==> src/rtl/muldiv_pkg.sv <==
// Shared encodings for the iterative HiLo multiply/divide engine.
package muldiv_pkg;

   typedef enum logic [1:0] {
      OP_MULT  = 2'b00,
      OP_MULTU = 2'b01,
      OP_DIV   = 2'b10,
      OP_DIVU  = 2'b11
   } op_e;

   typedef enum logic [1:0] {
      S_IDLE,
      S_RUN,
      S_WRITE
   } state_e;

   localparam logic [31:0] DIV0_LO = 32'hFFFFFFFF;

   function automatic logic op_is_div(input op_e op);
      return op[1];
   endfunction

   function automatic logic op_signed(input op_e op);
      return ~op[0];
   endfunction

endpackage

==> src/rtl/muldiv_step.sv <==
// One iteration of the engine: shift-add multiply or restoring divide.
// Multiply: acc = {partial high, multiplier}; divide: acc = {remainder, quotient}.
module muldiv_step
   import muldiv_pkg::*;
#(
   parameter int unsigned WIDTH = 32
) (
   input  op_e                  op,
   input  logic [2*WIDTH-1:0]   acc,
   input  logic [WIDTH-1:0]     operand,
   output logic [2*WIDTH-1:0]   acc_next
);

   logic [WIDTH:0]   sum;
   logic [WIDTH:0]   rem_s;
   logic [WIDTH-1:0] diff;

   // Next accumulator for either operation class.
   always_comb begin
      sum   = {1'b0, acc[2*WIDTH-1:WIDTH]} + (acc[0] ? {1'b0, operand} : {(WIDTH+1){1'b0}});
      rem_s = acc[2*WIDTH-1:WIDTH-1];
      // When the trial subtract succeeds the true difference is below the
      // divisor, so the low WIDTH bits hold it exactly.
      diff  = rem_s[WIDTH-1:0] - operand;
      if (op_is_div(op)) begin
         if (rem_s >= {1'b0, operand}) begin
            acc_next = {diff, acc[WIDTH-2:0], 1'b1};
         end else begin
            acc_next = {rem_s[WIDTH-1:0], acc[WIDTH-2:0], 1'b0};
         end
      end else begin
         acc_next = {sum, acc[WIDTH-1:1]};
      end
   end

endmodule

==> src/rtl/muldiv_sequencer.sv <==
// Multi-cycle MULT/MULTU/DIV/DIVU sequencer driving the HiLo write port.
module muldiv_sequencer
   import muldiv_pkg::*;
#(
   parameter int unsigned WIDTH = 32
) (
   input  logic                 Clk,
   input  logic                 Rst,
   input  logic                 Start,
   input  logic [1:0]           Op,
   input  logic [WIDTH-1:0]     A,
   input  logic [WIDTH-1:0]     B,
   output logic                 Stall,
   output logic                 Busy,
   output logic                 HiLoEn,
   output logic [2*WIDTH-1:0]   HiLoWrite,
   output logic                 Done,
   output logic                 DivByZero
);

   localparam int unsigned CW = $clog2(WIDTH);

   state_e               state, state_next;
   op_e                  op_in, op_q;
   logic                 sign_a, sign_b, div0_q;
   logic                 a_neg, b_neg, start_div0;
   logic [WIDTH-1:0]     a_mag, b_mag, opnd_q;
   logic [2*WIDTH-1:0]   acc, step_acc, fixed, hilo_q;
   logic [CW-1:0]        cnt;

   assign op_in      = op_e'(Op);
   assign a_neg      = op_signed(op_in) & A[WIDTH-1];
   assign b_neg      = op_signed(op_in) & B[WIDTH-1];
   assign a_mag      = a_neg ? -A : A;
   assign b_mag      = b_neg ? -B : B;
   assign start_div0 = op_is_div(op_in) && (B == '0);

   muldiv_step #(.WIDTH(WIDTH)) u_step (
      .op       (op_q),
      .acc      (acc),
      .operand  (opnd_q),
      .acc_next (step_acc)
   );

   // Sign fixup of the magnitude result; divide-by-zero result is preloaded.
   always_comb begin
      fixed = acc;
      if (div0_q) begin
         fixed = acc;
      end else if (op_is_div(op_q)) begin
         fixed[WIDTH-1:0]       = (sign_a ^ sign_b) ? -acc[WIDTH-1:0] : acc[WIDTH-1:0];
         fixed[2*WIDTH-1:WIDTH] = sign_a ? -acc[2*WIDTH-1:WIDTH] : acc[2*WIDTH-1:WIDTH];
      end else if (sign_a ^ sign_b) begin
         fixed = -acc;
      end
   end

   // Next state and per-state outputs.
   always_comb begin
      state_next = state;
      Stall      = 1'b0;
      Busy       = 1'b0;
      HiLoEn     = 1'b0;
      Done       = 1'b0;
      DivByZero  = 1'b0;
      HiLoWrite  = hilo_q;
      unique case (state)
         S_IDLE: begin
            if (Start) begin
               Stall      = 1'b1;
               state_next = start_div0 ? S_WRITE : S_RUN;
            end
         end
         S_RUN: begin
            Stall = 1'b1;
            Busy  = 1'b1;
            if (cnt == CW'(WIDTH - 1)) state_next = S_WRITE;
         end
         S_WRITE: begin
            Busy       = 1'b1;
            HiLoEn     = 1'b1;
            Done       = 1'b1;
            DivByZero  = div0_q;
            HiLoWrite  = fixed;
            state_next = S_IDLE;
         end
         default: state_next = S_IDLE;
      endcase
   end

   // State register.
   always_ff @(posedge Clk) begin
      if (Rst) state <= S_IDLE;
      else     state <= state_next;
   end

   // Operand latch, iteration datapath and HiLo hold register.
   always_ff @(posedge Clk) begin
      if (Rst) begin
         op_q   <= OP_MULT;
         sign_a <= 1'b0;
         sign_b <= 1'b0;
         div0_q <= 1'b0;
         opnd_q <= '0;
         acc    <= '0;
         cnt    <= '0;
         hilo_q <= '0;
      end else begin
         unique case (state)
            S_IDLE: begin
               if (Start) begin
                  op_q   <= op_in;
                  sign_a <= a_neg;
                  sign_b <= b_neg;
                  div0_q <= start_div0;
                  cnt    <= '0;
                  if (start_div0) begin
                     acc    <= {A, WIDTH'(DIV0_LO)};
                     opnd_q <= B;
                  end else if (op_is_div(op_in)) begin
                     acc    <= {{WIDTH{1'b0}}, a_mag};
                     opnd_q <= b_mag;
                  end else begin
                     acc    <= {{WIDTH{1'b0}}, b_mag};
                     opnd_q <= a_mag;
                  end
               end
            end
            S_RUN: begin
               acc <= step_acc;
               if (cnt != CW'(WIDTH - 1)) cnt <= cnt + 1'b1;
            end
            S_WRITE: hilo_q <= fixed;
            default: ;
         endcase
      end
   end

endmodule

==> config.mk <==
export PLATFORM = sky130hd
export DESIGN_NAME = muldiv_sequencer
export DESIGN_NICKNAME = d
export VERILOG_FILES = /design/src/rtl/muldiv_pkg.sv /design/src/rtl/muldiv_step.sv /design/src/rtl/muldiv_sequencer.sv
export SDC_FILE = /design/constraint.sdc
export NUM_CORES = 1
export LEC_CHECK = 0
export ABC_AREA = 1
export BUFFER_PORTS_ARGS = -buffer_cell sky130_fd_sc_hd__buf_2
export CAP_MARGIN = 20
export CORE_MARGIN = 2
export CORE_UTILIZATION = 41
export CTS_CLUSTER_DIAMETER = 40
export DETAILED_ROUTE_END_ITERATION = 10
export PLACE_DENSITY_LB_ADDON = 0.05
export SETUP_SLACK_MARGIN = 0.5
export SLEW_MARGIN = 40
export SYNTH_ARGS = -nofsm -noshare
export SYNTH_HDL_FRONTEND = slang
export SYNTH_SLANG_ARGS = --single-unit
==> constraint.sdc <==
create_clock -name Clk -period 5.2 [get_ports Clk]
set_clock_uncertainty 0.05 [all_clocks]
set_input_delay 1.04 -clock Clk [delete_from_list [all_inputs] [get_ports Clk]]
set_output_delay 1.04 -clock Clk [all_outputs]
set_load 0.01 [all_outputs]
==> flow_summary.json <==
{
  "status": "complete, no violations",
  "routed_via_density": 5.58,
  "grt_pass1_wl_um": 120000,
  "finalHoldViolCount": 0,
  "synth-edff-count": 0,
  "yosysSeqAreaShare_pct": 18.8,
  "ant_nets": 0,
  "slew_headroom_pct": 39.1,
  "synth_ff_type": "dfxtp_1",
  "wl_per_cell_um": 20.3,
  "rsz0062_at_grt": "no",
  "finalMaxSlewViolations": 0,
  "r2r-start": "acc[58]",
  "io_pins": 138,
  "die_x_um": 215,
  "diodes": 0,
  "crit_arrival_ns": 3.25,
  "hold_path_class": "flop to flop",
  "syn_avg_cell_area_um2": 5.58,
  "cp.required_ns": 4.11,
  "worstPathCellList": "inv_1 > nor2_2 > inv_1 > o21ai_0 > a21o_1 > nand2_1 > nand2_1 > nand3_1 > nand2_1 > inv_1 > buf_2",
  "initial_utilization_pct": 41.4,
  "cts_resized": 0,
  "core-area_um2": 44000,
  "cts_buffer_depth": 2,
  "synth_top_area_cell": "nand2_1",
  "insertion_delay_ns": 0.50,
  "crit_type": "flop to output port",
  "tns_ns": 0,
  "gr-usage-all-layers_pct": 34.0,
  "drive_above_1_share_pct": 9.91,
  "dpl.cell_count": 3891,
  "ctsHoldBuffers": 0,
  "async_reset_ff_share_pct": 0,
  "yosysWarnings": 0,
  "path_delay_family": "simple AND/OR/NAND/NOR gates",
  "synthDistinctLibCells": 55,
  "p_comb_share_pct": 57.2,
  "ys_top_cells_by_area": "nand2_1, dfxtp_1, nand3_1, inv_1, a21oi_1",
  "timing.final.crit_share_pct": 83.5,
  "num_vias": 21900,
  "gp_congestion": 1.02,
  "fillers": 5032,
  "internal_power_mw": 3.43,
  "hold_start": "hilo_q[0]",
  "yosys-top-cells-count": "nand2_1, inv_1, nand3_1",
  "multi_input_area_um2": 12600,
  "drc": 0,
  "period_needed_ns": 4.34,
  "dieArea_um2": 46100,
  "nets": 3462,
  "synth_top_area_share_pct": 20.4,
  "antenna_found_initial": 0,
  "max_freq_ghz": 0.230,
  "path_clk_slew_ns": 0.08,
  "worstSetupEndpointType": "output port",
  "drt_iter0_drc": 2087,
  "path_buf_inv": 4,
  "rows": 77,
  "cts_buffers": 17,
  "syn_area_um2": 18200,
  "yosysMostFrequentCell": "nand2_1",
  "cts_max_level": 4,
  "swShare_pct": 53.2,
  "cts_tree": "yes",
  "p_switching_mw": 3.89,
  "cp-start-kind": "flop",
  "synth_nets": 3409,
  "synthCells": 3265,
  "routed_wl_um": 79700,
  "powerDensity_nw_per_um2": 368,
  "regArea_um2": 3420,
  "place_hpwl_um": 63800,
  "maxCapViolations": 0,
  "gr-total-overflow": 0,
  "worst_slew_pin_slew_ns": 0.903,
  "cts_setup_buffers": 0,
  "seqPwrFrac_pct": 24.4,
  "critPathLaunch": "sign_a",
  "clkSinkCount": 171,
  "cp_slowest_stage_delay_ns": 0.67,
  "area_growth_syn_to_layout_pct": 9.08,
  "vdd_drop_max_mv": 0.290,
  "setup_viol": 0,
  "grt_max_degree": 81,
  "die_y_um": 215,
  "dr.pass1.iters": 6,
  "leakagePower_nw": 10.2,
  "synth-seq-cells": 171,
  "cts.root.buffer_cell": "clkbuf_16",
  "power.share.clock_pct": 18.3,
  "final-instance-count-excl-fill": 3923,
  "io_buffer_count": 137,
  "grt_pass1_vias": 20000,
  "path_max_fanout": 16,
  "cp_slowest_cell": "nor2_2"
}
-- cell usage in the layout (no fill, tap or decap), types with 5 or more instances in the layout --
cell type  instances
nor2_1           298
buf_2            136
or2_1              9
nand3_1          318
nand3b_1           9
o21bai_1           8
nand4_1           43
nand2_2            8
o211ai_1          43
dfxtp_1          170
nor2_4             7
a31oi_1            8
nand2_1          990
nor2_2            18
or2_2             36
nand4_2            5
o21ai_1           31
inv_8              6
xor2_1            70
a21oi_2            7
clkbuf_16         17
a21oi_1          260
xnor2_1           16
nor3_1            32
o21ai_0          187
and2_1             5
inv_2             30
buf_4             20
inv_1            407
ha_1              71
-- worst paths after layout --
path                        end  slack (ns)  cells after the start
hold / removal        hilo_q[0]        0.42                      2
hold reg to reg       hilo_q[0]        0.42                      2
setup / recovery  HiLoWrite[50]        0.86                     11
setup reg to reg        acc[51]        1.84                     15
-- final cells by class --
class                           instances  share of cell area, %
Tap cell                              592                   3.73
Timing Repair Buffer                  158                   4.29
Inverter                              441                   8.35
Clock inverter                         13                  0.718
Multi-Input combinational cell       2529                   63.4
Clock buffer                           19                   2.28
Sequential cell                       171                   17.2
-- cell families (layout without fill, tap and decap cells) --
logic type      after synthesis  count (layout)  share of synthesized area [%]
compound gates              569             569                           17.0
xor+xnor                     86              86                           4.13
fa+ha+maj                    75              75                           5.23
buf+inv                     565             631                           12.1
flops                       171             171                           18.8
simple gates               1799            1799                           42.8
-- tightest hold or removal path: cells and delay by family (launching register included) --
family           cells  cell delay [ns]
flip-flops           1             0.30
AND/OR/NAND/NOR      1             0.07
AO/OA/AOI/OAI        1             0.06
-- power by group through the flow --
| stage | registers, mW | clock network, mW | logic [mW] |
|---|---|---|---|
| 3_3_place_gp | 1.81 | 0 | 4.09 |
| 6_report | 1.79 | 1.34 | 4.19 |
| 4_1_cts | 1.78 | 1.37 | 4.13 |
| 3_5_place_dp | 1.81 | 0 | 4.11 |
| 2_1_floorplan | 1.65 | 0 | 2.99 |
| 5_1_grt | 1.80 | 1.42 | 4.64 |
-- layer usage --
layer,global-route usage [%],share of wire (%)
met4,14.0,4.1
met1,44.5,42
met2,55.9,46
met3,4.83,7.8
met5,0,0
-- flip-flops by register name, summed over array words and instances, names as in the netlist --
register and cells:
acc 64, cnt 5, div0_q 1, hilo_q 64, op_q 1, opnd_q 32
sign_a 1, sign_b 1, state 2
-- per-stage QoR --
stage	util (%)	worst slack, ns	hold slack [ns]	power (mW)	cell area, um^2
floorplan	-	2.06	0.394	4.63	18200
CTS	45.1	0.892	0.425	7.27	19900
finish	45.2	0.858	0.422	7.32	19900
detailed placement	43.8	1.44	0.413	5.91	19300
global placement	43.8	1.49	0.408	5.90	19300
global route	45.2	0.627	0.436	7.86	19900
No activity file was read; power rests on OpenSTA's default activity.
